### src/rtl/oc_desc_pkg.sv
// Shared constants for the AFU descriptor responder: descriptor word map, field values,
// error-source bit positions.
package oc_desc_pkg;

  localparam int unsigned NUM_ERR_SRC = 6;

  localparam int unsigned ERR_DESC_UNIMPL = 0;
  localparam int unsigned ERR_BAD_INDEX   = 1;
  localparam int unsigned ERR_VPD_UNIMPL  = 2;
  localparam int unsigned ERR_CFF_OVF     = 3;
  localparam int unsigned ERR_RFF_OVF     = 4;
  localparam int unsigned ERR_ERRVEC      = 5;

  // Descriptor word offsets (byte offset >> 2)
  localparam logic [4:0] WO_HDR          = 5'd0;   // 0x00 {16'h0, length}
  localparam logic [4:0] WO_NAME_FIRST   = 5'd1;   // 0x04..0x18 name space
  localparam logic [4:0] WO_VERSION      = 5'd7;   // 0x1C {afu_version, 16'h0}
  localparam logic [4:0] WO_CAPS         = 5'd8;   // 0x20 {profile, M1, C1}
  localparam logic [4:0] WO_GMMIO_OFF_LO = 5'd9;   // 0x24
  localparam logic [4:0] WO_GMMIO_OFF_HI = 5'd10;  // 0x28
  localparam logic [4:0] WO_GMMIO_SIZE   = 5'd11;  // 0x2C
  localparam logic [4:0] WO_PP_OFF_LO    = 5'd12;  // 0x30
  localparam logic [4:0] WO_PP_OFF_HI    = 5'd13;  // 0x34
  localparam logic [4:0] WO_PP_STRIDE    = 5'd14;  // 0x38
  localparam logic [4:0] WO_MEM_SIZE     = 5'd15;  // 0x3C
  localparam logic [4:0] WO_WWID_FIRST   = 5'd16;  // 0x40..0x4C

  localparam int unsigned LAST_DESC_OFFSET = 32'h4C;
  localparam int unsigned DESC_LEN_BYTES   = LAST_DESC_OFFSET + 4;

  localparam int unsigned NAME_WORDS = 6;
  localparam int unsigned NAME_BITS  = 32 * NAME_WORDS;
  localparam logic [NAME_BITS-1:0] NAME_SPACE = {"IBM,oc-accel", 96'h0};

  localparam logic [7:0] AFU_PROFILE = 8'h01;
  localparam logic       AFU_C1      = 1'b1;
  localparam logic       AFU_M1      = 1'b1;
  localparam logic [31:0] CAPS_WORD  = {16'h0000, AFU_PROFILE, 6'b0, AFU_M1, AFU_C1};

  // BAR0 in bits [2:0]; per-PASID area starts 2GB into BAR0
  localparam logic [31:0] GMMIO_OFF_LO_WORD = 32'h0000_0000;
  localparam logic [31:0] PP_OFF_LO_WORD    = 32'h8000_0000;

  typedef struct packed {
    logic        valid;
    logic [31:0] data;
    logic        bad_idx;
    logic        unimpl;
  } desc_stage_t;

  function automatic logic [31:0] name_word(input logic [4:0] i);
    logic [NAME_BITS-1:0] ns;
    ns = NAME_SPACE >> (32 * (NAME_WORDS - 1 - int'(i)));
    return ns[31:0];
  endfunction

endpackage

### src/rtl/oc_afu_desc_multi_if.sv
// Descriptor read request/response bundle between the cfg function block and the responder.
interface oc_afu_desc_multi_if;
  logic        cfg_desc_cmd_valid;
  logic [5:0]  cfg_desc_afu_index;
  logic [30:0] cfg_desc_offset;
  logic [31:0] desc_cfg_data;
  logic        desc_cfg_data_valid;
  logic        desc_cfg_echo_cmd_valid;

  modport master (
    output cfg_desc_cmd_valid, cfg_desc_afu_index, cfg_desc_offset,
    input  desc_cfg_data, desc_cfg_data_valid, desc_cfg_echo_cmd_valid
  );

  modport slave (
    input  cfg_desc_cmd_valid, cfg_desc_afu_index, cfg_desc_offset,
    output desc_cfg_data, desc_cfg_data_valid, desc_cfg_echo_cmd_valid
  );
endinterface

### src/rtl/oc_desc_word_mux.sv
// Combinational descriptor word lookup: (relative AFU index, byte offset) -> {data, unimpl}.
module oc_desc_word_mux
  import oc_desc_pkg::*;
#(
  parameter int unsigned NUM_AFUS     = 4,
  parameter logic [31:0] GMMIO_SIZE   = 32'h8000_0000,
  parameter logic [15:0] PASID_STRIDE = 16'h0040
) (
  input  logic [6:0]            rel_idx,
  input  logic                  bad_idx,
  input  logic [30:0]           offset,
  input  logic [16*NUM_AFUS-1:0] afu_version,
  output logic [31:0]           data,
  output logic                  unimpl
);

  logic [15:0] ver;
  logic [31:0] word;
  logic [4:0]  widx;

  assign widx = offset[6:2];

  always_comb begin
    ver = '0;
    for (int unsigned k = 0; k < NUM_AFUS; k++) begin
      if (rel_idx == 7'(k)) ver = afu_version[16*k +: 16];
    end

    unimpl = (offset[1:0] != 2'b00) || (offset > 31'(LAST_DESC_OFFSET));

    word = '0;
    if (widx >= WO_NAME_FIRST && widx < WO_NAME_FIRST + 5'(NAME_WORDS)) begin
      word = name_word(widx - WO_NAME_FIRST);
    end else begin
      case (widx)
        WO_HDR:          word = {16'h0000, 16'(DESC_LEN_BYTES)};
        WO_VERSION:      word = {ver, 16'h0000};
        WO_CAPS:         word = CAPS_WORD;
        WO_GMMIO_OFF_LO: word = GMMIO_OFF_LO_WORD;
        WO_GMMIO_SIZE:   word = GMMIO_SIZE;
        WO_PP_OFF_LO:    word = PP_OFF_LO_WORD;
        WO_PP_STRIDE:    word = {PASID_STRIDE, 16'h0000};
        default:         word = '0;  // high offsets, memory size and WWID are all zero
      endcase
    end

    data = (unimpl || bad_idx) ? '0 : word;
  end

endmodule

### src/rtl/oc_afu_desc_multi.sv
// Multi-AFU descriptor table responder: fixed-latency read pipeline, echo and sticky error log.
// Define OC_DESC_ERRCNT_EN to build the six saturating per-source error counters.
module oc_afu_desc_multi
  import oc_desc_pkg::*;
#(
  parameter int unsigned NUM_AFUS        = 4,
  parameter int unsigned FIRST_AFU_INDEX = 0,
  parameter int unsigned RESP_LATENCY    = 2,
  parameter logic [31:0] GMMIO_SIZE      = 32'h8000_0000,
  parameter logic [15:0] PASID_STRIDE    = 16'h0040
) (
  input  logic                   clock_tlx,
  input  logic                   reset_n,
  oc_afu_desc_multi_if.slave     cfg,
  input  logic [16*NUM_AFUS-1:0] afu_version,
  input  logic                   vpd_err_unimplemented_addr,
  input  logic                   cfg0_cff_fifo_overflow,
  input  logic                   cfg0_rff_fifo_overflow,
  input  logic [127:0]           cfg_errvec,
  input  logic                   cfg_errvec_valid,
  input  logic                   err_clear,
  output logic                   err_unimplemented_addr,
  output logic [5:0]             err_status,
  output logic [127:0]           err_first_vec,
  output logic [95:0]            err_count
);

  localparam int unsigned LAST = RESP_LATENCY - 1;

  logic [6:0]  rel_idx;
  logic        bad_idx;
  logic [31:0] mux_data;
  logic        mux_unimpl;
  logic        echo_q;

  desc_stage_t pipe_d [RESP_LATENCY];
  desc_stage_t pipe_q [RESP_LATENCY];

  logic [NUM_ERR_SRC-1:0] src_ev;
  logic [NUM_ERR_SRC-1:0] status_d, status_q;
  logic [127:0]           first_vec_d, first_vec_q;

  assign rel_idx = {1'b0, cfg.cfg_desc_afu_index} - 7'(FIRST_AFU_INDEX);
  assign bad_idx = ({1'b0, cfg.cfg_desc_afu_index} < 7'(FIRST_AFU_INDEX)) ||
                   (rel_idx >= 7'(NUM_AFUS));

  oc_desc_word_mux #(
    .NUM_AFUS     (NUM_AFUS),
    .GMMIO_SIZE   (GMMIO_SIZE),
    .PASID_STRIDE (PASID_STRIDE)
  ) u_word_mux (
    .rel_idx     (rel_idx),
    .bad_idx     (bad_idx),
    .offset      (cfg.cfg_desc_offset),
    .afu_version (afu_version),
    .data        (mux_data),
    .unimpl      (mux_unimpl)
  );

  always_comb begin
    pipe_d[0].valid   = cfg.cfg_desc_cmd_valid;
    pipe_d[0].data    = cfg.cfg_desc_cmd_valid ? mux_data : '0;
    pipe_d[0].bad_idx = cfg.cfg_desc_cmd_valid & bad_idx;
    pipe_d[0].unimpl  = cfg.cfg_desc_cmd_valid & mux_unimpl;
    for (int i = 1; i < RESP_LATENCY; i++) pipe_d[i] = pipe_q[i-1];
  end

  // Descriptor errors are logged on the edge that presents the response.
  always_comb begin
    src_ev                  = '0;
    src_ev[ERR_DESC_UNIMPL] = pipe_d[LAST].unimpl;
    src_ev[ERR_BAD_INDEX]   = pipe_d[LAST].bad_idx;
    src_ev[ERR_VPD_UNIMPL]  = vpd_err_unimplemented_addr;
    src_ev[ERR_CFF_OVF]     = cfg0_cff_fifo_overflow;
    src_ev[ERR_RFF_OVF]     = cfg0_rff_fifo_overflow;
    src_ev[ERR_ERRVEC]      = cfg_errvec_valid & (|cfg_errvec);
  end

  always_comb begin
    status_d    = (err_clear ? '0 : status_q) | src_ev;
    first_vec_d = err_clear ? '0 : first_vec_q;
    if (src_ev[ERR_ERRVEC] && (!status_q[ERR_ERRVEC] || err_clear)) first_vec_d = cfg_errvec;
  end

  always_ff @(posedge clock_tlx or negedge reset_n) begin
    if (!reset_n) begin
      echo_q <= 1'b0;
      for (int i = 0; i < RESP_LATENCY; i++) pipe_q[i] <= '0;
      status_q    <= '0;
      first_vec_q <= '0;
    end else begin
      echo_q <= cfg.cfg_desc_cmd_valid;
      for (int i = 0; i < RESP_LATENCY; i++) pipe_q[i] <= pipe_d[i];
      status_q    <= status_d;
      first_vec_q <= first_vec_d;
    end
  end

  assign cfg.desc_cfg_echo_cmd_valid = echo_q;
  assign cfg.desc_cfg_data_valid     = pipe_q[LAST].valid;
  assign cfg.desc_cfg_data           = pipe_q[LAST].data;
  assign err_unimplemented_addr      = pipe_q[LAST].bad_idx | pipe_q[LAST].unimpl;
  assign err_status                  = status_q;
  assign err_first_vec               = first_vec_q;

`ifdef OC_DESC_ERRCNT_EN
  logic [NUM_ERR_SRC-1:0][15:0] cnt_d, cnt_q;

  always_comb begin
    for (int n = 0; n < NUM_ERR_SRC; n++) begin
      cnt_d[n] = err_clear ? 16'h0000 : cnt_q[n];
      if (src_ev[n] && cnt_d[n] != 16'hFFFF) cnt_d[n] = cnt_d[n] + 16'd1;
    end
  end

  always_ff @(posedge clock_tlx or negedge reset_n) begin
    if (!reset_n) cnt_q <= '0;
    else          cnt_q <= cnt_d;
  end

  assign err_count = cnt_q;
`else
  assign err_count = '0;
`endif

endmodule

### src/flat_wrapper.sv
// flat-port wrapper written by rule: the top's interface ports become plain ports
module oc_afu_desc_multi_flat import oc_desc_pkg::*;
#(
  parameter int unsigned NUM_AFUS        = 4,
  parameter int unsigned FIRST_AFU_INDEX = 0,
  parameter int unsigned RESP_LATENCY    = 2,
  parameter logic [31:0] GMMIO_SIZE      = 32'h8000_0000,
  parameter logic [15:0] PASID_STRIDE    = 16'h0040
)
  (clock_tlx, reset_n, afu_version, vpd_err_unimplemented_addr, cfg0_cff_fifo_overflow, cfg0_rff_fifo_overflow, cfg_errvec, cfg_errvec_valid, err_clear, err_unimplemented_addr, err_status, err_first_vec, err_count, cfg_cfg_desc_cmd_valid, cfg_cfg_desc_afu_index, cfg_cfg_desc_offset, cfg_desc_cfg_data, cfg_desc_cfg_data_valid, cfg_desc_cfg_echo_cmd_valid);
  oc_afu_desc_multi_if cfg_i ();
  input  logic clock_tlx;
  input  logic reset_n;
  input  logic [16*NUM_AFUS-1:0] afu_version;
  input  logic vpd_err_unimplemented_addr;
  input  logic cfg0_cff_fifo_overflow;
  input  logic cfg0_rff_fifo_overflow;
  input  logic [127:0] cfg_errvec;
  input  logic cfg_errvec_valid;
  input  logic err_clear;
  output logic err_unimplemented_addr;
  output logic [5:0] err_status;
  output logic [127:0] err_first_vec;
  output logic [95:0] err_count;
  input wire logic [$bits(cfg_i.cfg_desc_cmd_valid)-1:0] cfg_cfg_desc_cmd_valid;
  input wire logic [$bits(cfg_i.cfg_desc_afu_index)-1:0] cfg_cfg_desc_afu_index;
  input wire logic [$bits(cfg_i.cfg_desc_offset)-1:0] cfg_cfg_desc_offset;
  output wire logic [$bits(cfg_i.desc_cfg_data)-1:0] cfg_desc_cfg_data;
  output wire logic [$bits(cfg_i.desc_cfg_data_valid)-1:0] cfg_desc_cfg_data_valid;
  output wire logic [$bits(cfg_i.desc_cfg_echo_cmd_valid)-1:0] cfg_desc_cfg_echo_cmd_valid;
  assign cfg_i.cfg_desc_cmd_valid = cfg_cfg_desc_cmd_valid;
  assign cfg_i.cfg_desc_afu_index = cfg_cfg_desc_afu_index;
  assign cfg_i.cfg_desc_offset = cfg_cfg_desc_offset;
  assign cfg_desc_cfg_data = cfg_i.desc_cfg_data;
  assign cfg_desc_cfg_data_valid = cfg_i.desc_cfg_data_valid;
  assign cfg_desc_cfg_echo_cmd_valid = cfg_i.desc_cfg_echo_cmd_valid;
  oc_afu_desc_multi #(.NUM_AFUS(NUM_AFUS), .FIRST_AFU_INDEX(FIRST_AFU_INDEX), .RESP_LATENCY(RESP_LATENCY), .GMMIO_SIZE(GMMIO_SIZE), .PASID_STRIDE(PASID_STRIDE)) u_core (.clock_tlx(clock_tlx), .reset_n(reset_n), .cfg(cfg_i), .afu_version(afu_version), .vpd_err_unimplemented_addr(vpd_err_unimplemented_addr), .cfg0_cff_fifo_overflow(cfg0_cff_fifo_overflow), .cfg0_rff_fifo_overflow(cfg0_rff_fifo_overflow), .cfg_errvec(cfg_errvec), .cfg_errvec_valid(cfg_errvec_valid), .err_clear(err_clear), .err_unimplemented_addr(err_unimplemented_addr), .err_status(err_status), .err_first_vec(err_first_vec), .err_count(err_count));
endmodule
### config.mk
export PLATFORM = sky130hd
export DESIGN_NAME = oc_afu_desc_multi_flat
export DESIGN_NICKNAME = d
export VERILOG_FILES = /design/src/rtl/oc_desc_pkg.sv /design/src/rtl/oc_afu_desc_multi_if.sv /design/src/rtl/oc_desc_word_mux.sv /design/src/rtl/oc_afu_desc_multi.sv /design/src/flat_wrapper.sv
export SDC_FILE = /design/constraint.sdc
export NUM_CORES = 1
export LEC_CHECK = 0
export ABC_AREA = 1
export BUFFER_PORTS_ARGS = -buffer_cell sky130_fd_sc_hd__clkbuf_2
export CAP_MARGIN = 10
export CORE_AREA = 2 2 197 199
export CTS_BUF_LIST = sky130_fd_sc_hd__clkbuf_8
export DETAILED_ROUTE_END_ITERATION = 16
export DIE_AREA = 0 0 199 201
export SETUP_SLACK_MARGIN = 0.5
export SKIP_CTS_REPAIR_TIMING = 1
export SYNTH_ARGS = -nofsm -noshare
export SYNTH_HDL_FRONTEND = slang
export SYNTH_SLANG_ARGS = --single-unit
### constraint.sdc
create_clock -name clock_tlx -period 3.1 [get_ports clock_tlx]
set_clock_uncertainty 0.05 [all_clocks]
set_input_delay 0.31 -clock clock_tlx [delete_from_list [all_inputs] [get_ports clock_tlx]]
set_output_delay 0.31 -clock clock_tlx [all_outputs]
set_load 0.05 [all_outputs]
==> metrics, run 1 <==
status completed; met2 usage 0.253; RSZ-0062 raised after global routing false; Synth Register Bits 190; Startpoint Class primary input; DRC 0; Hold Path Origin cfg_errvec[26]; HP Class in -> reg; YS warnings 0; met1 Usage GRT 0.178; Buffers on Ports 401; clk_lat worst skew 510 ps; Final nets 1878; setup TNS 0 ps; crit share post-route 0.749; largest stage delay on the critical path 530 ps; # rows 72; relative slew slack 0.454; ys async rst share 1.00; area of all placed cells without fillers 0.0136 mm^2; vias 9746; crit end category flip-flop; number of max-cap violations 0; grt peak-use layer met2; remaining global-route overflow 0; Mean Syn Cell Area 8.43 um^2; DP Area 0.0119 mm^2; RePlAce Congestion 0.897; CTS tree built; Power, Total 0.00639 W; Reg clk slew, reported paths 100 ps; fin crit period 2320 ps; Detailed Route WL 33000 um; # fillers 3913; Max Fclk 0.430 GHz; synthesized instance count 1182; Starting DRT DRC Count 491; Setup CP Type in -> reg; Pwr per Cell Area 471 mW/mm^2; io pins 502; EDFF count, synth 0; commonest non-fill, non-tap cell in the layout clkbuf_2; CP max FO 39; wire length per cell 15.2 um; Final Hold Fails 0; layout cells sized above 1 0.289; Leak Pwr 7.48 nW; Detail Placement HPWL 23000 um; clk root buf clkbuf_8; ys flop type dfrtp_1; Crit path required time 3500 ps; clk buf depth 2; core area 0.0381 mm^2; post-synthesis sequential area ratio 0.477; gr usage total 0.152; H-tree Lvls 4; CP Cell Sequence dlygate4sd3_1 > clkbuf_2 > inv_1 > nand2_1 > nor2_1 > nand2_1 > nor2_1 > nand2_1 > nor2_1 > nand2_4 > nand3_4 > buf_12 > nand3_1 > nand2_1; drt pass-1 iters 5; pin slew with the least headroom to its limit 818 ps; initial core utilization 0.261; pin count of the biggest net entering global routing 134; FF-to-FF Start u_core.err_status[5]; Final Util 0.356; Post-Syn Area 0.00996 mm^2; Final Slew Violations 0; clk sinks 190; met3 usage 0.0408; Crit path max-delay family simple AND/OR/NAND/NOR gates; die area 0.0400 mm^2; crit path launch cfg_errvec[64]; first-pass GRT wire length 47500 um; commonest cells after routing, fill and taps aside clkbuf_2, nand2_1, dfrtp_1, nand3_1, nand4_1; post-synth cell types 37; Arr. time, crit path 2730 ps; Buffers & Inverters on Critical Path 4; Num CTS Buffers 17; Routed Antenna Nets 0; Slowest cell on crit path dlygate4sd3_1; Via density 4.50; Max IR drop VDD 0.355 mV; die width 199 um; Die Ht 201 um; final setup fails 0; synth-to-layout area growth 36.0%; CP dominant cell by count nand2_1; vias in the first global route 8843; initial antenna violation count 2
## synth_stat cells, types with 2 or more instances
cell type / number / area, um^2
nand2_1: 226 / 848
o21ai_1: 2 / 10.0
nand3_2: 5 / 50.1
inv_1: 63 / 236
clkbuf_1: 32 / 120
a21oi_1: 4 / 20.0
ha_1: 6 / 75.1
buf_6: 13 / 146
xor2_2: 2 / 32.5
buf_4: 129 / 968
o22ai_1: 5 / 31.3
a21o_1: 5 / 37.5
nor2_4: 2 / 22.5
a21oi_2: 2 / 17.5
buf_1: 12 / 45.0
nand4_1: 148 / 926
o221ai_1: 2 / 17.5
buf_2: 16 / 80.1
nand2_2: 3 / 18.8
nor3_4: 2 / 32.5
and2_1: 7 / 43.8
or2_2: 3 / 18.8
dfrtp_1: 190 / 4750
inv_2: 6 / 22.5
nor3_1: 3 / 15.0
o21ai_0: 13 / 65.1
nor2_1: 107 / 402
nor2_2: 3 / 18.8
nand3_1: 158 / 791
nand3b_1: 6 / 45.0
## registers in the layout, indices dropped and copies added (netlist names)
register	flops
u_core.err_first_vec	128
u_core.pipe_d	27
u_core.cfg.desc_cfg_data	25
u_core.err_status	6
u_core.pipe_q	2
u_core.cfg.desc_cfg_data_valid	1
u_core.cfg.desc_cfg_echo_cmd_valid	1
## per-layer routing
layer,wire [um],vias to the layer above,part of all wire
met5,0,-,0
met4,1130,0,0.034
met3,2510,57,0.076
met2,16500,458,0.50
met1,12900,4591,0.39
li1,-,4640,-
## logic make-up (layout without fill, tap and decap cells)
group                    Yosys count  after routing  share of synthesized area
AND/OR/NAND/NOR                  675            675                      0.326
buffers and inverters            271            638                      0.163
flip-flops                       190            190                      0.477
AO/OA/AOI/OAI                     36             36                     0.0225
adder cells (fa/ha/maj)            6              6                    0.00753
XOR/XNOR                           3              3                    0.00414
other                              1            102                   0.000376
## per-stage QoR
| step | setup WS (ps) | cells | hold slack (ps) |
|---|---|---|---|
| 2_1_floorplan | 1240 | 1281 | -35.6 |
| 3_3_place_gp | 745 | 2012 | 281 |
| 3_5_place_dp | 696 | 2012 | 286 |
| 4_1_cts | 1260 | 2044 | -294 |
| 5_1_grt | 612 | 2168 | -1.96 |
| 6_report | 777 | 2168 | 0.980 |
## area by class of cell
class,count,area [um^2],share of cell area
sequential,190,4750,0.351
inverter,69,262,0.0193
clock inverter,12,181,0.0134
antenna,2,5.00,0.000369
clock buffer,20,275,0.0203
tap,518,648,0.0478
timing repair buffer,537,3440,0.254
multi-input combinational,820,3980,0.294
## power breakdown
part           switching, W  internal, W
Sequential        0.0000856      0.00262
Clock              0.000949     0.000947
Combinational       0.00133     0.000457
Total               0.00236      0.00403
## worst min-delay path, cell delays in order
cell      delay (ps)
clkbuf_2          90
nand4_1           70
nand2_1           50
## worst paths after layout
check	endpoint	cells after the start	slack (ps)
max	u_core.err_first_vec[38]	14	780
min	u_core.err_first_vec[26]	3	1
max reg2reg	u_core.err_first_vec[76]	4	1550
min reg2reg	u_core.cfg.desc_cfg_data[29]	0	300
max in group asynchronous	u_core.pipe_d[26]	3	1870
min in group asynchronous	u_core.err_first_vec[54]	2	320
Note: power is estimated with default switching activity, not from simulation.
==> run 2: changes to the inputs <==
--- a/config.mk
+++ b/config.mk
@@ -8,10 +8,10 @@
 export ABC_AREA = 1
 export BUFFER_PORTS_ARGS = -buffer_cell sky130_fd_sc_hd__clkbuf_2
 export CAP_MARGIN = 10
-export CORE_AREA = 2 2 197 199
+export CORE_AREA = 2 2 196 198
 export CTS_BUF_LIST = sky130_fd_sc_hd__clkbuf_8
 export DETAILED_ROUTE_END_ITERATION = 16
-export DIE_AREA = 0 0 199 201
+export DIE_AREA = 0 0 198 200
 export SETUP_SLACK_MARGIN = 0.5
 export SKIP_CTS_REPAIR_TIMING = 1
 export SYNTH_ARGS = -nofsm -noshare
==> constraint.sdc (replaced) <==
create_clock -name clock_tlx -period 2 [get_ports clock_tlx]
set_clock_uncertainty 0.05 [all_clocks]
set_input_delay 0.2 -clock clock_tlx [delete_from_list [all_inputs] [get_ports clock_tlx]]
set_output_delay 0.2 -clock clock_tlx [all_outputs]
set_load 0.05 [all_outputs]
==> run 2 against run 1 <==
Core utilization up 2.8 points. Worst setup slack worse by 290 ps. Final cell count up 2.3%. Die area down 1.0%. Via count up 4.2%. Critical path depth unchanged. Combinational power up 67%. Register-to-register slack worse by 880 ps. Critical path type unchanged. Critical endpoint is now u_core.pipe_d[16]. Largest cell class unchanged. Largest power group unchanged.
==> metrics, run 2 (synthesis gave the netlist of run 1 again) <==
commonest cells after routing, fill and taps aside clkbuf_2, nand2_1, dfrtp_1, nand3_1, nand4_1; Crit path max-delay family simple AND/OR/NAND/NOR gates; Final nets 1937; CTS tree built; Switching Power 0.00373 W; Startpoint Class primary input; final setup fails 0; Worst path depth 14; status completed; initial antenna violation count 0; number of max-cap violations 0; final worst setup slack 486 ps; Reg clk slew, reported paths 100 ps; clk sinks 190; Detail Placement HPWL 23800 um; Leak Pwr 7.83 nW; Buffers on Ports 401; # fillers 3827; CP max FO 5; die width 198 um; # rows 71; synth-to-layout area growth 43.9%; Routed Antenna Nets 0; Final Util 0.383; Reg2Reg Setup Slack 670 ps; CP Cell Sequence buf_8 > clkinvlp_4 > ha_4 > inv_2 > nand2_2 > and2_4 > ha_4 > inv_4 > nand2_2 > inv_2 > nand4_1 > a21oi_4 > nand3_4 > nor2_2; clk buf depth 2; crit share post-route 0.757; wire length per cell 15.7 um; DP Area 0.0121 mm^2; Final Slew Violations 0; Die Ht 200 um; remaining global-route overflow 0; WHS Path Cells 5; HP Class in -> reg; Logic pwr share 0.300; area of all placed cells without fillers 0.0143 mm^2; max FFs per register 128; non-filler cells, final 2218; Num CTS Buffers 17; Power, Total 0.00992 W; RSZ-0062 raised after global routing true; diode count 0; largest stage delay on the critical path 240 ps; DRC 0; Arr. time, crit path 1900 ps; Buffers & Inverters on Critical Path 5; relative slew slack 0.589; Setup CP Type in -> reg; Sw Share 0.376; io pins 502; first-pass GRT wire length 47200 um; commonest non-fill, non-tap cell in the layout clkbuf_2; clk_lat worst skew 490 ps; H-tree Lvls 4; Sequential Power Share 0.424; Max IR drop VDD 0.438 mV; Slowest cell on crit path a21oi_4; layout cells sized above 1 0.315; dpl ws -119 ps; Via density 4.58; Power Internal 0.00619 W; Final Hold Fails 0; Detailed Route WL 34900 um; vias in the first global route 8812; clk root buf clkbuf_8; Clk network pwr share 0.276; core area 0.0374 mm^2; drt pass-1 iters 5; Crit path required time 2390 ps; RePlAce Congestion 0.866; Starting DRT DRC Count 494; gr usage total 0.153; reg2reg path depth 6; die area 0.0396 mm^2; pin slew with the least headroom to its limit 616 ps; vias 10200; pin count of the biggest net entering global routing 134; initial core utilization 0.266; Post-Place Cells 2029; crit end category flip-flop; Max Fclk 0.661 GHz; fin crit period 1510 ps; Pwr per Cell Area 692 mW/mm^2
[run 2: cell type report]
class                      instances  area [um^2]  area share
inverter                          69          268      0.0187
multi-input combinational        821         4120       0.287
timing repair buffer             595         4140       0.289
clock buffer                      18          248      0.0173
tap                              511          639      0.0446
clock inverter                    14          166      0.0116
sequential                       190         4760       0.332
[run 2: stage by stage]
stage / setup TNS, ps / hold slack (ps)
after CTS: 0 / -399
after floorplan: 0 / -146
after detailed placement: -11250 / 175
after global routing: 0 / -2.18
final: 0 / 8.42
after global placement: -11040 / 171
[run 2: final timing paths]
kind	endpoint	start
min in group asynchronous	u_core.err_status[3]	reset_n
max in group asynchronous	u_core.err_first_vec[24]	reset_n
min reg2reg	u_core.cfg.desc_cfg_data[22]	u_core.pipe_d[24]
max	u_core.pipe_d[16]	cfg_cfg_desc_offset[2]
max reg2reg	u_core.err_first_vec[16]	u_core.err_status[5]
min	u_core.pipe_d[30]	afu_version[12]
[run 2: worst min-delay path, delay by kind of cell]
family                 cells  cell delay [ps]
AOI/OAI and AO/OA          1               70
buffers and inverters      1               80
and+or+nand+nor            3              170
[run 2: power by group through the flow]
stage | Clock (W) | Sequential, W | Combinational (W)
global route | 0.00299 | 0.00423 | 0.00315
floorplan | 0 | 0.00506 | 0.00114
global placement | 0 | 0.00427 | 0.00260
CTS | 0.00285 | 0.00420 | 0.00262
finish | 0.00274 | 0.00421 | 0.00297
detailed placement | 0 | 0.00428 | 0.00261
[run 2: per-layer routing]
metal / global-route usage / routed length, um / vias to the layer above
met1: 0.180 / 13500 / 4820
met4: 0.0693 / 1220 / 0
li1: - / - / 4773
met2: 0.264 / 17600 / 490
met5: 0 / 0 / -
met3: 0.0366 / 2630 / 73
==> run 3: changes to the inputs <==
--- a/config.mk
+++ b/config.mk
@@ -5,7 +5,7 @@
 export SDC_FILE = /design/constraint.sdc
 export NUM_CORES = 1
 export LEC_CHECK = 0
-export ABC_AREA = 1
+export ABC_AREA = 0
 export BUFFER_PORTS_ARGS = -buffer_cell sky130_fd_sc_hd__clkbuf_2
 export CAP_MARGIN = 10
 export CORE_AREA = 2 2 196 198
==> constraint.sdc (replaced) <==
create_clock -name clock_tlx -period 1.4 [get_ports clock_tlx]
set_clock_uncertainty 0.05 [all_clocks]
set_input_delay 0.14 -clock clock_tlx [delete_from_list [all_inputs] [get_ports clock_tlx]]
set_output_delay 0.14 -clock clock_tlx [all_outputs]
set_load 0.05 [all_outputs]
==> run 3 against run 2 <==
Clock power is 30% higher. Critical path type unchanged. Power increased by 52%. Global-route usage decreased by 0.93 points. Critical endpoint is now u_core.err_first_vec[115]. Via count decreased by 14%. Design area is 17% higher. The flow now finishes with violations (negative setup slack).
==> metrics, run 3 <==
synth-to-layout area growth 72.7%; max FFs per register 128; number of max-cap violations 0; drt pass-1 iters 4; # fillers 3387; Final Hold Fails 0; clk sinks 190; final worst setup slack -516 ps; crit share post-route 1.37; Via density 4.35; core area 0.0374 mm^2; largest cells by area after synthesis dfrtp_1, mux2_1, buf_4; fin crit period 1920 ps; CTS tree built; Power, Total 0.0151 W; Buffers on Ports 401; vias 8718; die area 0.0396 mm^2; RePlAce Congestion 0.841; first-pass GRT wire length 43200 um; Setup CP Type in -> reg; remaining global-route overflow 0; Max IR drop VDD 0.504 mV; largest family of logic cells by synthesized area multiplexers; wire length per cell 17.7 um; CP max FO 10; RSZ-0062 raised after global routing true; Num CTS Buffers 17; EDFF count, synth 0; Detailed Route WL 35500 um; failing checks negative setup slack; mux cell area share after synthesis 0.175; Post-Synth Simple-Gate Area 0.154; Die Ht 200 um; top-area cell type share of the netlist area 0.491; Synth Area in Compound Gates 0.0452; Arr. time, crit path 2260 ps; Crit path required time 1740 ps; ys async rst share 1.00; crit end category flip-flop; DRC 0; dpl ws -1210 ps; post-synth cell types 54; Routed Antenna Nets 0; ys flop type dfrtp_1; Startpoint Class primary input; io pins 502; commonest cells after routing, fill and taps aside clkbuf_2, dfrtp_1, buf_6, dlygate4sd3_1, nor2b_1; # rows 71; initial core utilization 0.259; clk buf depth 2; Max Fclk 0.522 GHz; Final Slew Violations 0; gr usage total 0.143; Pwr per Cell Area 903 mW/mm^2; H-tree Lvls 4; vias in the first global route 7800; status complete, but fails checks; commonest non-fill, non-tap cell in the layout clkbuf_2; clk root buf clkbuf_8; setup TNS -60530 ps; Detail Placement HPWL 23300 um; layout cells sized above 1 0.521; Synth Register Bits 190; post-synthesis sequential area ratio 0.491; HP Class in -> reg; Reg clk slew, reported paths 110 ps; clk_lat worst skew 490 ps; biggest area consumer among synthesized cells dfrtp_1; Leak Pwr 8.21 nW; initial antenna violation count 1; pin count of the biggest net entering global routing 88; most numerous cell in the Yosys netlist dfrtp_1; Starting DRT DRC Count 209; final setup fails 149; synthesized instance count 830; XOR/XNOR Fraction of Synth Area 0.000904; Post-Syn Area 0.00969 mm^2; adder-cell share of the synthesized area 0.00775; die width 198 um; Final nets 1724; Post-synth top cells dfrtp_1, nor2b_1, buf_4, mux2_1, nor4_1; YS warnings 0; Mean Syn Cell Area 11.7 um^2
==> run 3: where the power goes <==
group | leakage [nW] | internal (W) | total (W) | switching, W
combinational | 5.55 | 0.00229 | 0.00543 | 0.00314
sequential | 2.48 | 0.00584 | 0.00611 | 0.000272
clock | 0.188 | 0.00143 | 0.00357 | 0.00214
total | 8.21 | 0.00956 | 0.0151 | 0.00555
==> run 3: cell families (layout without fill, tap and decap cells) <==
| logic type | Yosys count | count (layout) |
|---|---|---|
| and+or+nand+nor | 239 | 239 |
| AOI/OAI and AO/OA | 63 | 63 |
| adders and majority gates | 6 | 6 |
| muxes | 151 | 151 |
| other | 1 | 101 |
| DFF | 190 | 190 |
| buffers and inverters | 179 | 744 |
| xor gates and xnor gates | 1 | 1 |
==> run 3: path summary, 6_finish.rpt <==
check,end,slack [ps],depth (start not counted),from
worst max register to register,u_core.err_first_vec[115],-340,4,u_core.err_status[5]
min in group asynchronous,u_core.err_first_vec[75],80,2,reset_n
worst min register to register,u_core.cfg.desc_cfg_data[0],300,0,u_core.pipe_d[2]
worst min-delay path,u_core.pipe_d[25],20,3,afu_version[23]
worst max-delay path,u_core.err_first_vec[115],-520,10,cfg_errvec[68]
max in group asynchronous,u_core.err_first_vec[66],650,3,reset_n
==> run 3: per-stage QoR <==
stage	utilization	hold WS (ps)	cells	area (um^2)
final	0.447	18.7	2006	16700
after global routing	0.447	-1.03	2006	16700
after CTS	0.353	-508	1830	13200
after detailed placement	0.343	65.6	1798	12800
after global placement	0.343	60.2	1798	12800
after floorplan	-	-206	929	10300
==> run 3: per-layer routing <==
| metal | vias to the layer above | wire length, um | track usage |
|---|---|---|---|
| li1 | 3966 | - | - |
| met1 | 4285 | 13500 | 0.160 |
| met2 | 401 | 18200 | 0.253 |
| met3 | 66 | 2540 | 0.0469 |
| met4 | 0 | 1220 | 0.0582 |
| met5 | - | 0 | 0 |
==> run 3: worst max-delay path, cell delays in order <==
cell and delay, ps:
clkbuf_2 90, nor4_1 360, buf_4 180, nand4_1 180, nor4_4 360, buf_4 170, a221oi_4 70, buf_12 170
clkbuf_16 180, mux2_1 330
==> run 3: final cells by class <==
| type | count | area, um^2 | area share |
|---|---|---|---|
| Clock buffer | 21 | 289 | 0.0173 |
| Clock inverter | 11 | 82.6 | 0.00494 |
| Multi-Input combinational cell | 560 | 4800 | 0.287 |
| Sequential cell | 190 | 4760 | 0.285 |
| Antenna cell | 1 | 2.50 | 0.000150 |
| Timing Repair Buffer | 703 | 6100 | 0.365 |
| Tap cell | 511 | 639 | 0.0382 |
| Inverter | 9 | 46.3 | 0.00277 |
